**src/rtl/pick_dir_ctrl.sv**
```systemverilog
// rtl/pick_dir_ctrl.sv - per-frame keyboard to pick direction controller with hold-to-accelerate and reversal brake
module pick_dir_ctrl #(
    parameter logic [7:0] KEY_UP    = 8'h1A,
    parameter logic [7:0] KEY_DOWN  = 8'h16,
    parameter int         FAST_HOLD = 30,
    parameter int         CNT_W     = 8
) (
    input  logic       frame_clk,
    input  logic       Reset,
    input  logic [7:0] keycode0,
    input  logic [7:0] keycode1,
    output logic [2:0] dir,
    output logic       fast
);

    typedef enum logic [2:0] {
        IDLE  = 3'd0,
        UP_S  = 3'd1,
        UP_F  = 3'd2,
        DN_S  = 3'd3,
        DN_F  = 3'd4,
        BRAKE = 3'd5
    } state_t;

    localparam logic [CNT_W-1:0] HOLD_MAX = CNT_W'(FAST_HOLD);
    localparam logic [CNT_W-1:0] CNT_ONE  = CNT_W'(1);
    localparam logic [CNT_W-1:0] CNT_ZERO = '0;

    localparam logic [2:0] DIR_STOP   = 3'b000;
    localparam logic [2:0] DIR_UP_S   = 3'b001;
    localparam logic [2:0] DIR_DN_S   = 3'b010;
    localparam logic [2:0] DIR_DN_F   = 3'b011;
    localparam logic [2:0] DIR_UP_F   = 3'b100;

    state_t           state_q, state_d;
    logic [CNT_W-1:0] hold_cnt_q, hold_cnt_d;
    logic [2:0]       dir_q, dir_d;
    logic             fast_q, fast_d;

    logic up_req, dn_req, up_key, dn_key;

    // Key decode: both directions pressed together counts as no key at all
    always_comb begin
        up_req = (keycode0 == KEY_UP)   | (keycode1 == KEY_UP);
        dn_req = (keycode0 == KEY_DOWN) | (keycode1 == KEY_DOWN);
        up_key = up_req & ~dn_req;
        dn_key = dn_req & ~up_req;
    end

    // Next-state, hold counter and output decode; outputs follow the next state so they change on the same edge
    always_comb begin
        state_d    = IDLE;
        hold_cnt_d = CNT_ZERO;
        case (state_q)
            IDLE, BRAKE: begin
                // BRAKE behaves like IDLE on its way out, so it lasts exactly one frame
                if (up_key) begin
                    state_d    = UP_S;
                    hold_cnt_d = CNT_ONE;
                end else if (dn_key) begin
                    state_d    = DN_S;
                    hold_cnt_d = CNT_ONE;
                end
            end
            UP_S: begin
                if (up_key) begin
                    if (hold_cnt_q == HOLD_MAX) begin
                        state_d    = UP_F;
                        hold_cnt_d = hold_cnt_q;
                    end else begin
                        state_d    = UP_S;
                        hold_cnt_d = hold_cnt_q + CNT_ONE;
                    end
                end else if (dn_key) begin
                    state_d = BRAKE;
                end
            end
            DN_S: begin
                if (dn_key) begin
                    if (hold_cnt_q == HOLD_MAX) begin
                        state_d    = DN_F;
                        hold_cnt_d = hold_cnt_q;
                    end else begin
                        state_d    = DN_S;
                        hold_cnt_d = hold_cnt_q + CNT_ONE;
                    end
                end else if (up_key) begin
                    state_d = BRAKE;
                end
            end
            UP_F: begin
                if (up_key) begin
                    state_d    = UP_F;
                    hold_cnt_d = hold_cnt_q;
                end else if (dn_key) begin
                    state_d = BRAKE;
                end
            end
            DN_F: begin
                if (dn_key) begin
                    state_d    = DN_F;
                    hold_cnt_d = hold_cnt_q;
                end else if (up_key) begin
                    state_d = BRAKE;
                end
            end
            default: begin
                state_d    = IDLE;
                hold_cnt_d = CNT_ZERO;
            end
        endcase

        dir_d  = DIR_STOP;
        fast_d = 1'b0;
        case (state_d)
            UP_S:    dir_d = DIR_UP_S;
            DN_S:    dir_d = DIR_DN_S;
            UP_F: begin
                dir_d  = DIR_UP_F;
                fast_d = 1'b1;
            end
            DN_F: begin
                dir_d  = DIR_DN_F;
                fast_d = 1'b1;
            end
            default: dir_d = DIR_STOP;
        endcase
    end

    // State, hold counter and registered outputs; reset clears everything without waiting for an edge
    always_ff @(posedge frame_clk or posedge Reset) begin
        if (Reset) begin
            state_q    <= IDLE;
            hold_cnt_q <= CNT_ZERO;
            dir_q      <= DIR_STOP;
            fast_q     <= 1'b0;
        end else begin
            state_q    <= state_d;
            hold_cnt_q <= hold_cnt_d;
            dir_q      <= dir_d;
            fast_q     <= fast_d;
        end
    end

    assign dir  = dir_q;
    assign fast = fast_q;

endmodule

```
**config.mk**
```make
export PLATFORM = sky130hd
export DESIGN_NAME = pick_dir_ctrl
export DESIGN_NICKNAME = d
export VERILOG_FILES = /design/src/rtl/pick_dir_ctrl.sv
export SDC_FILE = /design/constraint.sdc
export NUM_CORES = 1
export LEC_CHECK = 0
export CAP_MARGIN = 20
export CELL_PAD_IN_SITES_DETAIL_PLACEMENT = 0
export CELL_PAD_IN_SITES_GLOBAL_PLACEMENT = 1
export CORE_MARGIN = 3
export CORE_UTILIZATION = 38
export CTS_BUF_LIST = sky130_fd_sc_hd__clkbuf_16
export DETAILED_ROUTE_END_ITERATION = 7
export PLACE_DENSITY = 0.89
export SLEW_MARGIN = 20
export SYNTH_ARGS = -nofsm -noshare
export SYNTH_HDL_FRONTEND = slang
export SYNTH_SLANG_ARGS = --single-unit
```
**constraint.sdc**
```tcl
create_clock -name frame_clk -period 2.1 [get_ports frame_clk]
set_clock_uncertainty 0.2 [all_clocks]
set_input_delay 0.42 -clock frame_clk [delete_from_list [all_inputs] [get_ports frame_clk]]
set_output_delay 0.42 -clock frame_clk [all_outputs]
set_load 0.03 [all_outputs]
```
==> out/results.ini <==
[run_status]
status = finished, violations left
failed_checks = setup timing

[sta]
setup_slack_ns = -0.2790
grt_setup_unrepaired = true
tightest_slew_ns = 0.5691
fin_setup_tns_ns = -1.769
fmax_mhz = 420.4
hold_violations = 0
final.min_clock_period_ns = 2.379
drv_slew = 0
relSlewSlack_pct = 62.02
setup_violations = 14
fin_crit_sh_pct = 113.3

[route]
viasPerCell = 5.766
drc_errors = 0
wl_per_cell_um = 16.85
vias = 1107
postRouteAntennaNets = 0
wl_met2_um = 1679
drtIter0Drc = 49
wl_met3_um = 166
wl_um = 3236
met1_length_um = 1258
top_layer = met4
drt_first_pass_iters = 6

[cells_and_area]
final_cells = 192
syn_to_final_growth_pct = 71.58
fin_util_pct = 70.91
final_common_cell = buf_4
num-nets-final = 187
layout_common_cells = buf_4, dfrtp_1, buf_6
num_antenna_cells = 0
nFillCells = 179
drive_gt1_share_pct = 50.00

[synth]
syn_area_um2 = 1061
syn_avg_cell_area_um2 = 9.226
ys_dominant_reg_cell = dfrtp_1
synth_edf_count = 0
syn-instance-count = 115
ys_top_cells_by_area = dfrtp_1, ha_1, o21ai_0
synth_top_area_cell = dfrtp_1
synth_top_cell_area_share_pct = 35.38
synth.distinct_cells = 39
ys_ff_latch = 15
synth_nets = 139
seq_area_frac_synth_pct = 35.38
ys_async_sr_fraction_pct = 100.0
yosysWarnings = 0

[clock_network]
tritoncts = yes
clock-sinks = 15
h-tree-depth = 1
cts-hold-fix-buffers = 0
clk_path_buf_depth = 2
cts_root_buffer = clkbuf_16
cts_buffers = 3
path_clk_slew_ns = 0.05
insertion_delay_ns = 0.24

[floorplanning]
fp-row-count = 18
coreArea_um2 = 2567
dieArea_um2 = 3462
initial_core_util_pct = 41.33
die_w_um = 58.84
die_h_um = 58.84
io_pins = 22

[critical_path]
r2r_cells = 5
startpoint_type = input pin
crit_required_ns = 2.07
crit_fanout = 3
crit_type = in -> reg
cp-end-kind = register
crit_arrival_ns = 2.35

[placed_design]
dp_slack_ns = -0.8539
dpl.cell_count = 180
dpl.hpwl_um = 2127
gp_congestion = 0.8438
port_buffers = 21

[global_route]
grt_pass1_vias = 1098
grt_pass1_wl_um = 5326
grt.total_usage_pct = 20.16
grt_antenna_before_repair = 0
grt_overflow = 0
grt_max_degree = 16

[run]
drv_cap = 0

[power]
p_per_area_nw_per_um2 = 390.6
p_leak_nw = 0.7660
ir_drop_mv = 0.6055

[hold_path]
min_path_type = in -> async

[state kept, by name, summed over array words and instances, names as in the netlist]
| register | cells |
|---|---|
| fast | 1 |
| dir | 3 |
| state_q | 3 |
| hold_cnt_q | 8 |
[layout make-up]
cell class / instances / area (µm²) / area share (%)
clock buffer: 3 / 75.07 / 4.124
clock inverter: 1 / 5.005 / 0.2749
sequential: 15 / 375.4 / 20.62
inverter: 5 / 21.27 / 1.168
multi-input combinational: 93 / 910.9 / 50.03
timing repair buffer: 45 / 395.4 / 21.72
tap: 30 / 37.54 / 2.062
[metal layers]
| metal | global-route usage (%) | up-vias |
|---|---|---|
| met4 | 7.767 | 0 |
| met1 | 24.73 | 516 |
| met2 | 34.70 | 52 |
| met5 | 0 | - |
| met3 | 3.728 | 16 |
| li1 | - | 523 |
[critical path: stages]
cell and delay, ns:
buf_6 0.09, nand4bb_1 0.20, nor3_2 0.20, nand3b_1 0.10, and2_4 0.16, ha_4 0.21
or3_4 0.34, a21o_4 0.24, a41o_1 0.25, a21oi_2 0.13
[report_power, final]
group	leakage (nW)	internal [mW]	total [mW]	switching [mW]
Sequential	0.209	0.291	0.292	0.00108
Combinational	0.516	0.0309	0.0521	0.0212
Clock	0.0409	0.254	0.367	0.113
[synthesized netlist by cell type (2+ instances only)]
cell and n:
and2_1 2, nor2b_1 4, or3_1 2, nand2_1 11
nor3_1 2, nand4b_1 2, a2bb2oi_1 2, ha_1 6
o21ai_0 11, nand3_1 4, nand2b_1 3, a21oi_1 2
inv_1 5, dfrtp_1 15, and3_1 3, a32oi_1 2
nor2_1 11, nand4bb_1 2, mux2_2 2, nand3b_1 5
[path summary, 6_finish.rpt]
kind | startpoint | endpoint | slack (ns)
setup / recovery | keycode1[5] | dir[0]$_DFF_PP0_ | -0.28
hold / removal | Reset | hold_cnt_q[5]$_DFFE_PP0P_ | 0.33
setup reg to reg | state_q[2]$_DFF_PP0_ | dir[0]$_DFF_PP0_ | 0.02
hold reg to reg | hold_cnt_q[7]$_DFFE_PP0P_ | hold_cnt_q[7]$_DFFE_PP0P_ | 0.34
max in group asynchronous | Reset | hold_cnt_q[1]$_DFFE_PP0P_ | 1.00
min in group frame_clk | hold_cnt_q[7]$_DFFE_PP0P_ | hold_cnt_q[7]$_DFFE_PP0P_ | 0.34
[per-stage QoR]
stage | area [µm²] | power, mW | hold slack [ns]
after detailed placement | 1484 | 0.3527 | 0.3324
after floorplan | 1135 | 0.3134 | 0.1215
after CTS | 1737 | 0.7135 | 0.3397
after global placement | 1484 | 0.3504 | 0.3140
final | 1821 | 0.7111 | 0.3320
after global routing | 1821 | 0.7309 | 0.3489
[kinds of logic (layout without fill, tap and decap cells)]
kind of cell / count (synthesis) / in the layout / synth area share [%]
AND/OR/NAND/NOR: 56 / 56 / 31.37
XOR/XNOR: 2 / 2 / 1.651
AO/OA/AOI/OAI: 26 / 26 / 17.93
adder cells (fa/ha/maj): 6 / 6 / 7.075
buffers and inverters: 7 / 54 / 3.538
multiplexers: 3 / 3 / 3.066
flip-flops: 15 / 15 / 35.38
[repair_timing]
action                                  CTS  global route
resized for setup                        59            19
pin swaps                                27            20
buffers inserted                          7             1
gates cloned                              0             0
endpoints found under the setup margin   15            15
Note: power is estimated with default switching activity, not from simulation.
